File: src/rtl/branch_target_buffer_if.sv
// Fetch-side lookup and EXE-side training bundle for the branch target buffer.
// The master drives the PC and training inputs. The slave (the BTB) returns the prediction.
interface branch_target_buffer_if #(
  parameter int PC_W = 32
);
  logic [PC_W-1:0] pc_IF;
  logic            stall;
  logic            upd_valid;
  logic [PC_W-1:0] upd_pc;
  logic            upd_taken;
  logic [PC_W-1:0] upd_target;
  logic            pred_hit;
  logic            pred_taken;
  logic [PC_W-1:0] pred_target;

  modport master (
    output pc_IF, stall, upd_valid, upd_pc, upd_taken, upd_target,
    input  pred_hit, pred_taken, pred_target
  );

  modport slave (
    input  pc_IF, stall, upd_valid, upd_pc, upd_taken, upd_target,
    output pred_hit, pred_taken, pred_target
  );
endinterface

File: src/rtl/branch_target_buffer.sv
// Direct-mapped branch target buffer with a 2-bit saturating counter per entry.
// Lookup is combinational from stored state. Training is applied on the next rising edge.
module branch_target_buffer #(
  parameter int ENTRIES = 16,
  parameter int IDX_W   = 4,
  parameter int PC_W    = 32
) (
  input logic                    clk,
  input logic                    rst,
  branch_target_buffer_if.slave  bus
);
  localparam int TAG_W = PC_W - IDX_W - 2;

  logic             valid_all  [ENTRIES];
  logic [TAG_W-1:0] tag_all    [ENTRIES];
  logic [PC_W-1:0]  target_all [ENTRIES];
  logic [1:0]       cnt_all    [ENTRIES];

  logic [IDX_W-1:0] look_idx;
  logic [TAG_W-1:0] look_tag;
  logic [IDX_W-1:0] upd_idx;
  logic [TAG_W-1:0] upd_tag;
  logic             upd_en;
  logic             unused_pc_bits;

  assign look_idx = bus.pc_IF[IDX_W+1:2];
  assign look_tag = bus.pc_IF[PC_W-1:IDX_W+2];
  assign upd_idx  = bus.upd_pc[IDX_W+1:2];
  assign upd_tag  = bus.upd_pc[PC_W-1:IDX_W+2];
  assign upd_en   = bus.upd_valid && !bus.stall;

  // The byte offset never takes part in indexing or tag matching.
  assign unused_pc_bits = ^{bus.pc_IF[1:0], bus.upd_pc[1:0]};

  generate
    for (genvar gi = 0; gi < ENTRIES; gi++) begin : g_entry
      logic             valid_reg;
      logic [TAG_W-1:0] tag_reg;
      logic [PC_W-1:0]  target_reg;
      logic [1:0]       cnt_reg;
      logic             sel;
      logic             hit;

      assign sel = upd_en && (upd_idx == IDX_W'(gi));
      assign hit = valid_reg && (tag_reg == upd_tag);

      always_ff @(posedge clk) begin
        if (rst) begin
          valid_reg  <= 1'b0;
          tag_reg    <= '0;
          target_reg <= '0;
          cnt_reg    <= 2'b01;
        end else if (sel) begin
          if (hit) begin
            if (bus.upd_taken) begin
              cnt_reg    <= (cnt_reg == 2'b11) ? 2'b11 : cnt_reg + 2'd1;
              target_reg <= bus.upd_target;
            end else begin
              cnt_reg <= (cnt_reg == 2'b00) ? 2'b00 : cnt_reg - 2'd1;
            end
          end else if (bus.upd_taken) begin
            // A taken miss evicts whatever occupied the slot. A not-taken miss leaves it alone.
            valid_reg  <= 1'b1;
            tag_reg    <= upd_tag;
            target_reg <= bus.upd_target;
            cnt_reg    <= 2'b10;
          end
        end
      end

      assign valid_all[gi]  = valid_reg;
      assign tag_all[gi]    = tag_reg;
      assign target_all[gi] = target_reg;
      assign cnt_all[gi]    = cnt_reg;
    end
  endgenerate

  logic look_hit;

  always_comb begin
    look_hit        = valid_all[look_idx] && (tag_all[look_idx] == look_tag);
    bus.pred_hit    = look_hit;
    bus.pred_taken  = look_hit && cnt_all[look_idx][1];
    bus.pred_target = look_hit ? target_all[look_idx] : '0;
  end
endmodule

File: src/flat_wrapper.sv
// flat-port wrapper written by rule: the top's interface ports become plain ports
module branch_target_buffer_flat 
#(
  parameter int ENTRIES = 16,
  parameter int IDX_W   = 4,
  parameter int PC_W    = 32
)
  (clk, rst, bus_pc_IF, bus_stall, bus_upd_valid, bus_upd_pc, bus_upd_taken, bus_upd_target, bus_pred_hit, bus_pred_taken, bus_pred_target);
  branch_target_buffer_if #(.PC_W(PC_W)) bus_i ();
  input logic clk;
  input logic rst;
  input wire logic [$bits(bus_i.pc_IF)-1:0] bus_pc_IF;
  input wire logic [$bits(bus_i.stall)-1:0] bus_stall;
  input wire logic [$bits(bus_i.upd_valid)-1:0] bus_upd_valid;
  input wire logic [$bits(bus_i.upd_pc)-1:0] bus_upd_pc;
  input wire logic [$bits(bus_i.upd_taken)-1:0] bus_upd_taken;
  input wire logic [$bits(bus_i.upd_target)-1:0] bus_upd_target;
  output wire logic [$bits(bus_i.pred_hit)-1:0] bus_pred_hit;
  output wire logic [$bits(bus_i.pred_taken)-1:0] bus_pred_taken;
  output wire logic [$bits(bus_i.pred_target)-1:0] bus_pred_target;
  assign bus_i.pc_IF = bus_pc_IF;
  assign bus_i.stall = bus_stall;
  assign bus_i.upd_valid = bus_upd_valid;
  assign bus_i.upd_pc = bus_upd_pc;
  assign bus_i.upd_taken = bus_upd_taken;
  assign bus_i.upd_target = bus_upd_target;
  assign bus_pred_hit = bus_i.pred_hit;
  assign bus_pred_taken = bus_i.pred_taken;
  assign bus_pred_target = bus_i.pred_target;
  branch_target_buffer #(.ENTRIES(ENTRIES), .IDX_W(IDX_W), .PC_W(PC_W)) u_core (.clk(clk), .rst(rst), .bus(bus_i));
endmodule
File: config.mk
export PLATFORM = sky130hd
export DESIGN_NAME = branch_target_buffer_flat
export DESIGN_NICKNAME = d
export VERILOG_FILES = /design/src/rtl/branch_target_buffer_if.sv /design/src/rtl/branch_target_buffer.sv /design/src/flat_wrapper.sv
export SDC_FILE = /design/constraint.sdc
export NUM_CORES = 2
export LEC_CHECK = 0
export ABC_AREA = 1
export CAP_MARGIN = 40
export CELL_PAD_IN_SITES_DETAIL_PLACEMENT = 0
export CELL_PAD_IN_SITES_GLOBAL_PLACEMENT = 1
export CORE_AREA = 2 2 415 417
export CTS_BUF_LIST = sky130_fd_sc_hd__clkbuf_8
export DETAILED_ROUTE_END_ITERATION = 6
export DIE_AREA = 0 0 417 419
export PLACE_DENSITY = 0.6
export SYNTH_ARGS = -nofsm -noshare
export SYNTH_HDL_FRONTEND = slang
export SYNTH_SLANG_ARGS = --single-unit
File: constraint.sdc
create_clock -name clk -period 2.14 [get_ports clk]
set_input_delay 0.321 -clock clk [delete_from_list [all_inputs] [get_ports clk]]
set_output_delay 0.321 -clock clk [all_outputs]
set_load 0.005 [all_outputs]
# Word-level counts from Yosys, hierarchy flattened
# Cells that the tools add are included.
# Widths: inputs -> output; s select.
totals:
  reg_bits: 976
  in_bits: 101
  output_inout_bits: 34
  wordCells: 357
op_classes:
  addsub: 32
  order_cmp: 1
  eq_ne: 48
  mux: 78
  bitwise_logic: 17
  n_reduce_logical: 117
ops:
  columns: ["cell", "count"]
  rows:
  - ["$eq 26x26->1", 17]
  - ["$mux 2", 67]
  - ["$bmux 32 s4", 1]
  - ["$bmux 26 s4", 1]
  - ["$mux 32", 3]
  - ["$reduce_and 2->1", 32]
  - ["$mux 26", 2]
  - ["$reduce_and 3->1", 16]
  - ["$logic_and 1x1->1", 35]
  - ["$add 2x1->2 const B", 16]
  - ["$eq 2x2->1 const B", 16]
  - ["$eq 4x4->1 const B", 8]
  - ["$logic_not 2->1", 16]
  - ["$reduce_bool 2->1", 16]
  - ["$sub 2x1->2 const B", 16]
  - ["$eq 4x3->1 const B", 4]
  - ["$not 1->1", 16]
  - ["$bmux 2 s4", 1]
  - ["$eq 4x2->1 const B", 2]
  - ["$ge 5x5->1 const B", 1]
  - ["$not 4->5", 1]
  - ["$bmux 1 s4", 1]
  - ["$eq 4x1->1 const B", 1]
  - ["$logic_not 4->1", 1]
  - ["other kinds (2)", 3]

# Logic depth before layout (Yosys ltp)
logic_depth:
  word_depth: 7
  ltp_mapped: 16
  depth_no_buf: 14

# Worst setup path before layout
# No wires, ideal clock.
synth_timing:
  kind: "input port to output port"
  from: "input bus_pc_IF[3]"
  to: "output bus_pred_target[10]"
  arrival_ps: 1893
  slack_ps: -74
  path_stages: 15
  n_path_buf: 4
  cell_sequence: "buf_4 -> inv_2 -> buf_4 -> buf_2 -> nand3_1 -> nand3_1 -> nand2_1 -> nand2_1 -> nand2_1 -> a21oi_1 -> nand2_1 -> nor2_2 -> nand3_2 -> buf_6 -> nor3_2"
synth_between:
  elab_chain_cells: 7
  elab_cells_between_ends: 13
synth_rtl:
  columns: ["item", "line", "text"]
  rows:
  - ["start: declaration", "flat_wrapper.sv:12", "input wire logic [$bits(bus_i.pc_IF)-1:0] bus_pc_IF;"]
  - ["$not 4->5 (not written as such) *", "branch_target_buffer.sv:81, branch_target_buffer.sv:84", null]
  - ["$bmux 26 s4", "branch_target_buffer.sv:81", "look_hit = valid_all[look_idx] && (tag_all[look_idx] == look_tag);"]
  - ["$mux 26 (not written as such) (2 in series)", "branch_target_buffer.sv:81", null]
  - ["$eq 26x26->1", "branch_target_buffer.sv:81", null]
  - ["$logic_and 1x1->1", "branch_target_buffer.sv:81", null]
  - ["$mux 32 *", "branch_target_buffer.sv:84", "bus.pred_target = look_hit ? target_all[look_idx] : '0;"]
  - ["end: declaration", "flat_wrapper.sv:20", "output wire logic [$bits(bus_i.pred_target)-1:0] bus_pred_target;"]
# Mark *: on every way between the ends. The rest lies on a longest branch, timed or not. The select of a mux whose other input is x is not followed.

# Final worst setup path
layout_timing:
  from: "register u_core.g_entry[0].tag_reg[19]"
  to: "output bus_pred_target[1]"
layout_between:
  elab_chain_cells: 6
layout_rtl:
  columns: ["item", "line", "text"]
  rows:
  - ["start: declaration", "branch_target_buffer.sv:38", "logic [TAG_W-1:0] tag_reg;"]
  - ["start signal: assignment", "branch_target_buffer.sv:64", "tag_reg <= upd_tag;"]
  - ["$bmux 26 s4", "branch_target_buffer.sv:81", null]
  - ["$mux 26 (not written as such) (2 in series)", "branch_target_buffer.sv:81", null]
  - ["$eq 26x26->1", "branch_target_buffer.sv:81", null]
  - ["$logic_and 1x1->1", "branch_target_buffer.sv:81", null]
  - ["$mux 32", "branch_target_buffer.sv:84", null]
# No other way between the ends. The select of a mux whose other input is x is not followed.

==> results.json <==
{
  "status": "complete, but fails checks",
  "violations": "setup timing",
  "ctsHtreeMaxLevel": 4,
  "fin_setup_tns_ps": -54740,
  "worst_pin_slew_ps": 845,
  "yosysWarnings": 0,
  "critPathCaptureType": "primary output",
  "hold_violations": 0,
  "cts_sinks": 976,
  "die_area_mm2": 0.175,
  "cts_buffers": 186,
  "synth.avg_cell_area_um2": 6.57,
  "grtUsageTotal_pct": 29.8,
  "hpwl_um": 188000,
  "min_path_cells": 4,
  "fp.dieW_um": 417,
  "cp_slowest_cell": "dfxtp_1",
  "ys_seq_elements": 976,
  "grt_pass1_vias": 55100,
  "port_buffers": 130,
  "place.gp.congestion": 0.998,
  "wl_per_cell_um": 24.1,
  "path_common_cell": "nand2_1",
  "crit_type": "flop to primary output",
  "firstDrtPassIters": 6,
  "layout_common_cells": "buf_4 (1258), nor2_1 (1120), o21ai_0 (1051)",
  "layout-drive-gt1-share_pct": 27.7,
  "synth_fa_ha_area_share_pct": 0,
  "muxShareOfSynthArea_pct": 0,
  "power_density_mw_per_mm2": 601,
  "ctsRootBufferMaster": "clkbuf_8",
  "drt_iter0_markers": 5627,
  "clk_pin_slew_ps": 60,
  "synth_cell_type_count": 41,
  "synthArstFlopShare_pct": 0,
  "fmaxAchievable_mhz": 274,
  "grt_pass1_wl_um": 384000,
  "drc_errors": 0,
  "setup_viol": 174,
  "cts_tree": "yes",
  "syn_to_final_growth_pct": 44.1,
  "syn_inst": 7740,
  "die_h_um": 419,
  "maxCapViolCount": 0,
  "io_pins": 135,
  "yosysTopAreaCellShare_pct": 38.4,
  "synth-simple-area-share_pct": 26.1,
  "cts.path.max_buffers": 3,
  "period_needed_ps": 3660,
  "hold_class": "primary input to flop",
  "grt_max_degree": 149,
  "dr_total_vias": 59000,
  "rsz0062_at_grt": "true",
  "cp_max_fo": 4,
  "drv_slew": 0,
  "core-area_mm2": 0.171,
  "r2r_cells": 12,
  "startpoint_type": "flop",
  "yosys.area.top_type": "dfxtp_1",
  "largest_reg_flops": 512,
  "layout_commonest_cell": "buf_4",
  "max_stage_delay_ps": 340,
  "worst_hold_slack_ps": 4.37,
  "synth_edf_count": 0,
  "final_nets": 9087,
  "crit_arrival_ps": 3330,
  "synth_xor_area_share_pct": 2.36,
  "routed_via_density": 5.19,
  "worstPathRequired_ps": 1820,
  "p_leak_nw": 31.0,
  "ys.flop_type": "dfxtp_1",
  "insertion_delay_ps": 980,
  "slew_headroom_pct": 43.1,
  "peakVddDrop_uv": 657,
  "fillCellCount": 17800,
  "ant_nets": 0,
  "grt_overflow": 0,
  "synth_area_mm2": 0.0508,
  "fin_ws_ps": -1520,
  "synth_top_cells_by_area": "dfxtp_1 (38%), o21ai_0 (12%), nor2_1 (8.8%)",
  "synth_top_family_by_area": "simple AND/OR/NAND/NOR gates",
  "cp_cell_sequence": "inv_1 > o21ai_0 > nand2_1 > nand3_1 > nand3_4 > buf_4 > nand3_1 > nand2_1 > nor2_1 > nand2_1 > nor2_4 > nand2_8 > buf_12 > buf_16 > buf_8 > nor3_4 > buf_2",
  "skew_ps": 54.5,
  "initial_core_util_pct": 29.8,
  "seq_area_frac_synth_pct": 38.4,
  "finalCritPeriodShare_pct": 171,
  "rows": 152,
  "syn-num-nets": 7841,
  "wirelength_um": 274000,
  "synth_compound_area_share_pct": 22.5,
  "antenna_found_initial": 8
}
[per-stage QoR]
stage,std cells,instance area [µm²],power (mW),util (%),worst slack (ps)
floorplan,7740,51100,21.5,-,-34.2
global placement,10900,65200,24.6,38.2,-1510
detailed placement,10900,65200,24.6,38.2,-1480
CTS,11300,70300,44.1,41.2,-1570
global route,11400,73200,45.5,42.9,-1700
finish,11400,73200,44.0,42.9,-1520
[routing by layer]
layer / GRT usage (%) / share of wire (%) / vias up
met5: 0 / 0.0088 / -
met2: 49.5 / 46 / 2122
met3: 4.08 / 5.9 / 509
li1: - / - / 28200
met1: 38.4 / 43 / 28100
met4: 12.9 / 4.7 / 4
[cells in the mapped netlist, drive strengths merged, types with 3 or more instances]
| library cell | count |
|---|---|
| o22ai | 49 |
| xor2 | 94 |
| nand3 | 526 |
| nand4 | 100 |
| nor3b | 8 |
| a221oi | 26 |
| nor3 | 145 |
| clkinv | 11 |
| nand3b | 4 |
| nor2 | 1196 |
| a32o | 7 |
| xnor2 | 43 |
| o211ai | 84 |
| o21ai | 1248 |
| o21bai | 3 |
| buf | 249 |
| o2111ai | 20 |
| inv | 660 |
| or2 | 22 |
| nand2 | 1079 |
| clkbuf | 391 |
| a211oi | 3 |
| a21oi | 739 |
| dfxtp | 976 |
| nor4 | 51 |
[logic make-up (layout without fill, tap and decap cells)]
| group | after synthesis | after routing |
|---|---|---|
| AND/OR/NAND/NOR | 3135 | 3135 |
| AO/OA/AOI/OAI | 2181 | 2181 |
| buffers and inverters | 1311 | 2699 |
| flip-flops | 976 | 976 |
| XOR/XNOR | 137 | 137 |
| other | 0 | 3 |
[report_power, final]
| part | switching [mW] | internal (mW) | leakage (nW) |
|---|---|---|---|
| combinational | 4.02 | 2.29 | 20.9 |
| sequential | 0.0733 | 18.3 | 7.89 |
| clock | 9.19 | 10.1 | 2.20 |
| total | 13.3 | 30.7 | 31.0 |
[worst max-delay path, delay by kind of cell (launching register included)]
family | cells | cell delay (ps)
AND/OR/NAND/NOR | 10 | 1040
AO/OA/AOI/OAI | 1 | 170
buffers and inverters | 6 | 810
flip-flops | 1 | 340
[worst paths after layout]
check / from / to / slack, ps
max: u_core.g_entry[0].tag_reg[19] / bus_pred_target[1] / -1520
min: bus_upd_pc[15] / u_core.g_entry[15].tag_reg[9] / 4
max reg2reg: u_core.g_entry[7].tag_reg[14] / u_core.g_entry[7].tag_reg[17] / -120
min reg2reg: u_core.g_entry[14].target_reg[11] / u_core.g_entry[14].target_reg[11] / 440
[final cells by class]
class	count	area, µm²	share of cell area, %
antenna	3	7.51	0.0103
sequential	976	19600	26.8
clock inverter	95	572	0.781
inverter	671	2590	3.54
tap	2233	2790	3.82
multi-input combinational	5453	28300	38.7
timing repair buffer	1698	16100	22.0
clock buffer	235	3230	4.42
[repair_timing]
action | in CTS | in global routing
setup endpoints to repair | 246 | 474
hold buffers | 25 | 2
endpoints found under the hold margin | 177 | 3
pin swaps | 38 | 132
cloned | 4 | 34
resized for setup | 388 | 652
buffers inserted | 25 | 48
Note: power is estimated with default switching activity, not from simulation.
